File: config.mk
export PLATFORM = sky130hd
export DESIGN_NAME = traffic_light_ctrl
export DESIGN_NICKNAME = d
export VERILOG_FILES = /design/src/rtl/traffic_light_ctrl_pkg.sv /design/src/rtl/traffic_light_ctrl_phase_timer.sv /design/src/rtl/traffic_light_ctrl.sv
export SDC_FILE = /design/constraint.sdc
export NUM_CORES = 1
export LEC_CHECK = 0
export CORE_MARGIN = 8
export CORE_UTILIZATION = 30
export DETAILED_ROUTE_END_ITERATION = 16
export PLACE_DENSITY = 0.53
export SLEW_MARGIN = 10
export SYNTH_ARGS = -nofsm -noshare
export SYNTH_HDL_FRONTEND = slang
export SYNTH_SLANG_ARGS = --single-unit
File: constraint.sdc
create_clock -name clk_i -period 1.4 [get_ports clk_i]
set_input_delay 0.21 -clock clk_i [delete_from_list [all_inputs] [get_ports clk_i]]
set_output_delay 0.21 -clock clk_i [all_outputs]
set_load 0.05 [all_outputs]
File: src/rtl/traffic_light_ctrl_pkg.sv
// Shared state encodings, lamp vectors and parameter helpers for the
// two-approach intersection controller.
package traffic_light_ctrl_pkg;

  typedef enum logic [2:0] {
    ST_AR_TO_NS = 3'd0,
    ST_NS_G     = 3'd1,
    ST_NS_Y     = 3'd2,
    ST_AR_TO_EW = 3'd3,
    ST_EW_G     = 3'd4,
    ST_EW_Y     = 3'd5,
    ST_WALK     = 3'd6,
    ST_FLASH    = 3'd7
  } state_e;

  typedef struct packed {
    logic ns_r;
    logic ns_y;
    logic ns_g;
    logic ew_r;
    logic ew_y;
    logic ew_g;
    logic walk;
  } lamps_t;

  localparam lamps_t LAMPS_ALL_RED = 7'b100_100_0;
  localparam lamps_t LAMPS_NS_G    = 7'b001_100_0;
  localparam lamps_t LAMPS_NS_Y    = 7'b010_100_0;
  localparam lamps_t LAMPS_EW_G    = 7'b100_001_0;
  localparam lamps_t LAMPS_EW_Y    = 7'b100_010_0;
  localparam lamps_t LAMPS_WALK    = 7'b100_100_1;

  function automatic bit ticks_fit(input int ticks, input int w);
    return (ticks >= 1) && (ticks <= (1 << w));
  endfunction

  // Night mode blinks both yellows together and darkens everything else.
  function automatic lamps_t lamps_for(input state_e s, input logic flash_phase);
    lamps_t l;
    l = LAMPS_ALL_RED;
    case (s)
      ST_NS_G:  l = LAMPS_NS_G;
      ST_NS_Y:  l = LAMPS_NS_Y;
      ST_EW_G:  l = LAMPS_EW_G;
      ST_EW_Y:  l = LAMPS_EW_Y;
      ST_WALK:  l = LAMPS_WALK;
      ST_FLASH: l = '{ns_r: 1'b0, ns_y: flash_phase, ns_g: 1'b0,
                      ew_r: 1'b0, ew_y: flash_phase, ew_g: 1'b0, walk: 1'b0};
      default:  l = LAMPS_ALL_RED;
    endcase
    return l;
  endfunction

endpackage

File: src/rtl/traffic_light_ctrl_phase_timer.sv
// Loadable phase down-counter; expired is combinational on the final tick
// so the owning FSM can reload in the same edge it changes state.
module traffic_light_ctrl_phase_timer #(
  parameter int                 TIMER_W   = 4,
  parameter logic [TIMER_W-1:0] RESET_VAL = '0
) (
  input  logic               clk_i,
  input  logic               rst_ni,
  input  logic               load_i,
  input  logic [TIMER_W-1:0] load_val_i,
  input  logic               tick_en_i,
  output logic               expired_o
);

  logic [TIMER_W-1:0] cnt_q, cnt_d;

  always_comb begin
    cnt_d = cnt_q;
    if (load_i) begin
      cnt_d = load_val_i;
    end else if (tick_en_i && (cnt_q != '0)) begin
      cnt_d = cnt_q - TIMER_W'(1);
    end
  end

  always_ff @(posedge clk_i or negedge rst_ni) begin
    if (!rst_ni) begin
      cnt_q <= RESET_VAL;
    end else begin
      cnt_q <= cnt_d;
    end
  end

  assign expired_o = (cnt_q == '0) && tick_en_i;

endmodule

File: src/rtl/traffic_light_ctrl.sv
// Two-approach intersection controller with all-red clearance, latched
// pedestrian walk phase and flashing-yellow night mode; Moore outputs.
module traffic_light_ctrl
  import traffic_light_ctrl_pkg::*;
#(
  parameter int TIMER_W      = 4,
  parameter int GREEN_TICKS  = 8,
  parameter int YELLOW_TICKS = 3,
  parameter int ALLRED_TICKS = 1,
  parameter int WALK_TICKS   = 5,
  parameter int FLASH_TICKS  = 2
) (
  input  logic       clk_i,
  input  logic       rst_ni,
  input  logic       tick_en_i,
  input  logic       ped_req_i,
  input  logic       flash_en_i,
  output logic       ns_red_o,
  output logic       ns_yellow_o,
  output logic       ns_green_o,
  output logic       ew_red_o,
  output logic       ew_yellow_o,
  output logic       ew_green_o,
  output logic       walk_o,
  output logic [2:0] state_out_o
);

  if (!(ticks_fit(GREEN_TICKS, TIMER_W) && ticks_fit(YELLOW_TICKS, TIMER_W) &&
        ticks_fit(ALLRED_TICKS, TIMER_W) && ticks_fit(WALK_TICKS, TIMER_W) &&
        ticks_fit(FLASH_TICKS, TIMER_W))) begin : g_bad_ticks
    $error("traffic_light_ctrl: a *_TICKS value does not fit TIMER_W");
  end

  function automatic logic [TIMER_W-1:0] load_for(input state_e s);
    case (s)
      ST_NS_G, ST_EW_G: return TIMER_W'(GREEN_TICKS - 1);
      ST_NS_Y, ST_EW_Y: return TIMER_W'(YELLOW_TICKS - 1);
      ST_WALK:          return TIMER_W'(WALK_TICKS - 1);
      ST_FLASH:         return TIMER_W'(FLASH_TICKS - 1);
      default:          return TIMER_W'(ALLRED_TICKS - 1);
    endcase
  endfunction

  state_e state_q, state_d;
  logic   ped_q, ped_d;
  logic   flash_phase_q, flash_phase_d;
  logic   expired;
  lamps_t lamps;

  traffic_light_ctrl_phase_timer #(
    .TIMER_W  (TIMER_W),
    .RESET_VAL(TIMER_W'(ALLRED_TICKS - 1))
  ) u_timer (
    .clk_i     (clk_i),
    .rst_ni    (rst_ni),
    .load_i    (expired),
    .load_val_i(load_for(state_d)),
    .tick_en_i (tick_en_i),
    .expired_o (expired)
  );

  always_comb begin
    state_d       = state_q;
    ped_d         = ped_q | (ped_req_i && (state_q != ST_WALK));
    flash_phase_d = flash_phase_q;
    if (expired) begin
      case (state_q)
        ST_AR_TO_NS: state_d = flash_en_i ? ST_FLASH : (ped_q ? ST_WALK : ST_NS_G);
        ST_NS_G:     state_d = ST_NS_Y;
        ST_NS_Y:     state_d = ST_AR_TO_EW;
        ST_AR_TO_EW: state_d = flash_en_i ? ST_FLASH : ST_EW_G;
        ST_EW_G:     state_d = ST_EW_Y;
        ST_EW_Y:     state_d = ST_AR_TO_NS;
        ST_WALK:     state_d = ST_NS_G;
        ST_FLASH:    state_d = flash_en_i ? ST_FLASH : ST_AR_TO_NS;
        default:     state_d = ST_AR_TO_NS;
      endcase
      // Entering WALK or FLASH consumes the request, even one arriving this cycle.
      if ((state_d != state_q) && ((state_d == ST_WALK) || (state_d == ST_FLASH))) begin
        ped_d = 1'b0;
      end
      if (state_d == ST_FLASH) begin
        flash_phase_d = (state_q == ST_FLASH) ? ~flash_phase_q : 1'b1;
      end
    end
  end

  always_ff @(posedge clk_i or negedge rst_ni) begin
    if (!rst_ni) begin
      state_q       <= ST_AR_TO_NS;
      ped_q         <= 1'b0;
      flash_phase_q <= 1'b1;
    end else begin
      state_q       <= state_d;
      ped_q         <= ped_d;
      flash_phase_q <= flash_phase_d;
    end
  end

  assign lamps       = lamps_for(state_q, flash_phase_q);
  assign ns_red_o    = lamps.ns_r;
  assign ns_yellow_o = lamps.ns_y;
  assign ns_green_o  = lamps.ns_g;
  assign ew_red_o    = lamps.ew_r;
  assign ew_yellow_o = lamps.ew_y;
  assign ew_green_o  = lamps.ew_g;
  assign walk_o      = lamps.walk;
  assign state_out_o = state_q;

endmodule

==> results of run 1 <==
==> cell families after synthesis <==
group	synth area share
AO/OA/AOI/OAI	0.271
XOR/XNOR	0.0261
adder cells (fa/ha/maj)	0.0373
buffers and inverters	0.0858
flip-flops	0.338
AND/OR/NAND/NOR	0.243
==> worst max-delay path by stage <==
stage,from,end,slack [ns]
floorplan,state_out_o[1],u_timer.cnt_q[1],-0.21
global placement,tick_en_i,state_out_o[1],-0.05
detailed placement,tick_en_i,state_out_o[1],-0.07
CTS,state_out_o[0],ns_red_o,-0.17
global route,state_out_o[0],ns_red_o,-0.23
finish,state_out_o[0],ns_red_o,-0.17
==> layout by cell type (no fill, tap or decap), types with 2 or more instances in the layout <==
master	n
a21oi_1	8
a21oi_4	2
buf_12	11
buf_4	21
buf_6	5
clkbuf_4	3
clkdlybuf4s50_1	4
clkinvlp_4	2
dfrtp_1	5
dfrtp_2	3
inv_1	2
inv_2	3
nand2_1	6
nand3_1	2
nor2_1	4
nor2_2	2
o21ai_0	4
o21ai_1	2
o22ai_1	2
==> area by class of cell <==
cell class                      count  area (sq um)  area share
Clock buffer                        4          26.3      0.0198
Inverter                            7          33.8      0.0254
Multi-Input combinational cell     62           500       0.376
Tap cell                           28          35.0      0.0263
Sequential cell                     9           230       0.173
Timing Repair Buffer               43           504       0.379
==> state kept, by name, summed over array words and instances (netlist names) <==
register       count
u_timer.cnt_q      4
ped_q              1
state_out_o        3
flash_phase_q      1
==> what timing repair did <==
action / 4_1_cts / 5_1_grt
gates resized for setup: 12 / 16
hold endpoints to repair: 0 / 0
cloned: 1 / 1
buffers inserted: 5 / 5
pin swaps: 4 / 4
endpoints found under the setup margin: 9 / 12
==> routing by layer <==
metal  global-route usage  share of wire  vias to the layer above
li1                     -              -                      383
met1                0.122           0.39                      380
met2                0.178           0.54                       22
met3               0.0530          0.058                        4
met4               0.0251         0.0081                        0
met5                    0              0                        -
==> power by group through the flow <==
stage,Combinational [mW],Sequential (mW),Clock [mW]
after floorplan,1.16,0.619,0
after global placement,2.11,0.542,0
after detailed placement,2.12,0.543,0
after CTS,2.28,0.547,0.225
after global routing,2.72,0.585,0.238
final,2.56,0.573,0.217
==> metrics by stage <==
| step | cell area [sq um] | setup TNS (ns) |
|---|---|---|
| floorplan | 748 | -0.457 |
| global placement | 1090 | -0.0958 |
| detailed placement | 1090 | -0.170 |
| CTS | 1200 | -0.952 |
| global route | 1330 | -1.49 |
| finish | 1330 | -0.961 |
==> critical path: cells and delay by family, from the launching register on <==
family	cells	cell delay, ns
AO/OA/AOI/OAI	1	0.14
XOR/XNOR	1	0.16
buffers and inverters	2	0.32
flip-flops	1	0.46
==> out/results.ini, run 1 <==
[status]
outcome = finished with violations
violations = setup timing

[cts]
cts_buffer_depth = 2
numCtsBuffers = 3
htreeDepth = 1
clk_latency_ns = 0.27
cts.sinks = 9
hold_buffers = 0
tritoncts = done
cts_root_buf = clkbuf_4
path_clk_slew_ns = 0.07

[drt]
drt_first_pass_iters = 4
ant_nets = 0
drc_errors = 0
via_per_inst = 5.16
num_vias = 789
drt_iter0_drc = 28
wirelength_mm = 2.34
wl_per_cell_um = 15.3

[layout]
drive_gt1_frac = 0.560
finish.utilization = 0.613
final_cells = 153
n_antenna_cell = 0
fill_cells = 203
fin_nets = 133
area_growth_pct = 98.3

[global_route]
grt_max_degree = 12
grt_pass1_wl_mm = 3.42
gr-total-overflow = 0
grt_pass1_vias = 713
antenna_found_initial = 0
grt_usage = 0.108

[worst_hold_path]
hp-class = in2async

[setup_path]
crit_type = reg2out
worstSetupEndpointType = output pin
r2r.worst_path.cells = 6
arrival_ns = 1.36
r2r-end = u_timer.cnt_q[2]
crit_path_cell_trace = xor2_1 > buf_4 > o21ai_4 > buf_12
crit_path_top_delay_cell = dfrtp_2
r2r_setup_slack_ns = -0.02
path_max_fanout = 6
cp-start-kind = flip-flop
critPathMaxStageDelay_ns = 0.46
critPathRequiredTime_ns = 1.19
r2r_start = state_out_o[0]

[pwr]
leakage_nw = 0.561
switching_share = 0.457
power_frac_comb = 0.764
p_switching_mw = 1.53
power_frac_clock = 0.065
peakVddDrop_mv = 1.76
p_per_area_nw_per_um2 = 2520
power_mw = 3.35
p_int_mw = 1.82
seqPwrFrac = 0.171

[timing]
postLayoutSetupSlackWorst_ns = -0.172
fin_hold_ws_ns = 0.251
slew_headroom = 0.693
rsz0062_at_grt = yes
drv_slew = 0
fin_crit_ns = 1.57
finClkSkew_ns = 0.00718
finalHoldViolations = 0
worst_slew_pin_slew_ns = 0.460
setup_viol = 9
fin_crit_sh = 1.12
timing.fmax_ghz = 0.636

[place]
dpl.cell_count = 137
hpwl_mm = 1.51
port_buffers = 14
gp_congestion = 0.905
post-place-ws_ns = -0.0744

[logic_synthesis]
syn_avg_cell_area_sq_um = 8.08
ys_types = 33
yosysTopAreaCell = dfrtp_1
async_flop_share = 1.00
synth-main-ff-cell = dfrtp_1
synth_top_cell_area_share = 0.299
syn_area_sq_um = 671
yosysSeqAreaShare = 0.338
synth_area_leaders = dfrtp_1 (30%), a21oi_1 (8.2%), o21ai_0 (6.0%), nand2_1 (4.5%), dfstp_2 (3.9%)
synth_most_common_cell = a21oi_1
synth_nets = 90
synthTopCellsByCount = a21oi_1 (11), dfrtp_1 (8), nand2_1 (8), o21ai_0 (8), inv_1 (7)
ys_warn_count = 0
synth_edf_count = 0
synth_cells = 83
yosys_register_bits = 9

[floorplanning]
fp.dieArea_sq_um = 4000
ioPinCount = 15
die_h_um = 63.3
initial_utilization = 0.309
coreArea_sq_um = 2170
die_x_um = 63.3
rows = 17

[flow_run]
drv_cap = 0

(Power assumes the default switching activity.)
==> run 2: changes to the inputs <==
--- a/config.mk
+++ b/config.mk
@@ -5,6 +5,7 @@
 export SDC_FILE = /design/constraint.sdc
 export NUM_CORES = 1
 export LEC_CHECK = 0
+export CORE_ASPECT_RATIO = 1.5
 export CORE_MARGIN = 8
 export CORE_UTILIZATION = 30
 export DETAILED_ROUTE_END_ITERATION = 16
==> run 2 against run 1 <==
The flow still finishes with violations (setup timing). Worst hold slack gained 0.0080 ns. Via count unchanged. Flip-flop and latch count did not move. Die area increased by 0.78%. Cell count shrank 3.9%.
==> out/results.ini, run 2 (synthesized netlist as in run 1, its figures left out) <==
[floorplanning]
die_x_um = 54.6  ; was 63.3 um
coreArea_sq_um = 2180  ; was 2170 sq um
rows = 21  ; was 17
initial_utilization = 0.308  ; was 0.309
fp.dieArea_sq_um = 4040  ; was 4000 sq um
die_h_um = 73.9  ; was 63.3 um
ioPinCount = 15  ; unchanged

[layout]
fill_cells = 197  ; was 203
mostFrequentLayoutCell = buf_4  ; unchanged
regMostFlops = u_timer.cnt_q  ; unchanged
fin_nets = 132  ; was 133
finish.utilization = 0.602  ; was 0.613
n_antenna_cell = 0  ; unchanged
final_cell_mix = buf_4 (21), buf_12 (11), a21oi_1 (9), nand2_1 (6)  ; was buf_4 (21), buf_12 (11), a21oi_1 (8), nand2_1 (6)
drive_gt1_frac = 0.548  ; was 0.560
area_growth_pct = 95.7  ; was 98.3%
regArea_sq_um = 230  ; unchanged
multi_input_area_sq_um = 520  ; was 500 sq um
largest_register_ffs = 4  ; unchanged

[cts]
hold_buffers = 0  ; unchanged
cts.sinks = 9  ; unchanged
tritoncts = done  ; unchanged
htreeDepth = 1  ; unchanged
path_clk_slew_ns = 0.07  ; about the same
cts_buffer_depth = 2  ; unchanged
numCtsBuffers = 3  ; unchanged
cts_root_buf = clkbuf_4  ; unchanged
clk_latency_ns = 0.26  ; was 0.27 ns

[flow_run]
drv_cap = 0  ; unchanged

[setup_path]
path_max_fanout = 5  ; was 6
cp-start-kind = flip-flop  ; unchanged
arrival_ns = 1.35  ; was 1.36 ns
worstSetupEndpointType = output pin  ; unchanged
crit_type = reg2out  ; unchanged
critPathRequiredTime_ns = 1.19  ; about the same
crit_path_cell_trace = buf_6 > nand3b_1 > clkinvlp_4 > buf_12  ; was xor2_1 > buf_4 > o21ai_4 > buf_12
crit_path_top_delay_cell = dfrtp_2  ; unchanged
path_delay_family = flip-flops  ; unchanged
crit_buf_inv = 3  ; was 2
critPathMaxStageDelay_ns = 0.48  ; was 0.46 ns

[timing]
drv_slew = 0  ; unchanged
fin_crit_ns = 1.56  ; was 1.57 ns
tns_ns = -1.07  ; was -0.961 ns
rsz0062_at_grt = yes  ; unchanged
finClkSkew_ns = 0.00321  ; was 0.00718 ns
worst_slew_pin_slew_ns = 0.465  ; was 0.460 ns
finalHoldViolations = 0  ; unchanged
fin_crit_sh = 1.11  ; was 1.12
setup_viol = 10  ; was 9
slew_headroom = 0.689  ; was 0.693
timing.fmax_ghz = 0.641  ; was 0.636 GHz
postLayoutSetupSlackWorst_ns = -0.161  ; was -0.172 ns
fin_hold_ws_ns = 0.259  ; was 0.251 ns

[worst_hold_path]
hp-class = in2async  ; unchanged

[pwr]
p_per_area_nw_per_um2 = 2510  ; was 2520 nW/um^2
leakage_nw = 0.541  ; was 0.561 nW
peakVddDrop_mv = 1.69  ; was 1.76 mV

[status]
violations = setup timing  ; unchanged
outcome = finished with violations  ; unchanged

[global_route]
grt_usage = 0.116  ; was 0.108
grt_max_degree = 10  ; was 12
grt_pass1_wl_mm = 3.55  ; was 3.42 mm
grt_pass1_vias = 806  ; was 713
gr-total-overflow = 0  ; unchanged
antenna_found_initial = 0  ; unchanged

[drt]
drc_errors = 0  ; unchanged
drt_first_pass_iters = 6  ; was 4
via_per_inst = 5.37  ; was 5.16
ant_nets = 0  ; unchanged
drt_iter0_drc = 37  ; was 28
wl_per_cell_um = 15.3  ; about the same
num_vias = 789  ; unchanged
wirelength_mm = 2.25  ; was 2.34 mm

[place]
port_buffers = 14  ; unchanged
post-place-ws_ns = -0.108  ; was -0.0744 ns
gp_congestion = 0.864  ; was 0.905
hpwl_mm = 1.58  ; was 1.51 mm

==> run 2: path summary, 6_finish.rpt <==
kind	slack (ns)	startpoint	endpoint	depth (start not counted)
setup / recovery	-0.16	state_out_o[0]	walk_o	4
hold / removal	0.26	rst_ni	u_timer.cnt_q[0]	1
setup reg to reg	0	state_out_o[0]	u_timer.cnt_q[2]	6
hold reg to reg	0.56	u_timer.cnt_q[0]	u_timer.cnt_q[0]	2
max in group asynchronous	0.79	rst_ni	state_out_o[0]	1
min in group clk_i	0.56	ped_req_i	ped_q	3
==> run 2: repair_timing <==
action                                  4_1_cts  5_1_grt
gates cloned                                  1        0
endpoints found under the setup margin        9       14
endpoints found under the hold margin         0        0
pin swaps                                     2        3
buffers inserted                              5        5
gates resized for setup                      13       15
==> run 2: metal layers <==
metal  track usage  wire length [um]  vias up
met5             0                 0        -
met4        0.0549                40        0
met3        0.0283               115        6
met2         0.206              1270       21
met1         0.119               824      383
li1              -                 -      379
==> run 2: metrics by stage <==
step                instance area, sq um  total power, mW  instances
floorplan                            748             1.78         83
global placement                    1090             2.63        132
detailed placement                  1090             2.65        132
CTS                                 1200             3.02        142
global route                        1310             3.48        147
finish                              1310             3.29        147
==> run 2: worst register-to-register path, cell delays in order (launching register included) <==
cell and delay [ns]:
dfrtp_2 0.48, buf_6 0.16, nand3b_1 0.21, buf_4 0.18, o311ai_4 0.07, o21ai_1 0.09, a31oi_1 0.15
==> run 2: cell type report <==
type / instances / area share
clock buffers: 4 / 0.0200
inverters: 7 / 0.0257
multi-input cells: 62 / 0.397
flip-flops and latches: 9 / 0.175
well taps: 23 / 0.0219
repair buffers: 42 / 0.360
==> run 2: power by group <==
part,switching [mW],internal (mW),total (mW)
combinational,1.24,1.26,2.51
clock,0.109,0.110,0.219
sequential,0.170,0.393,0.563
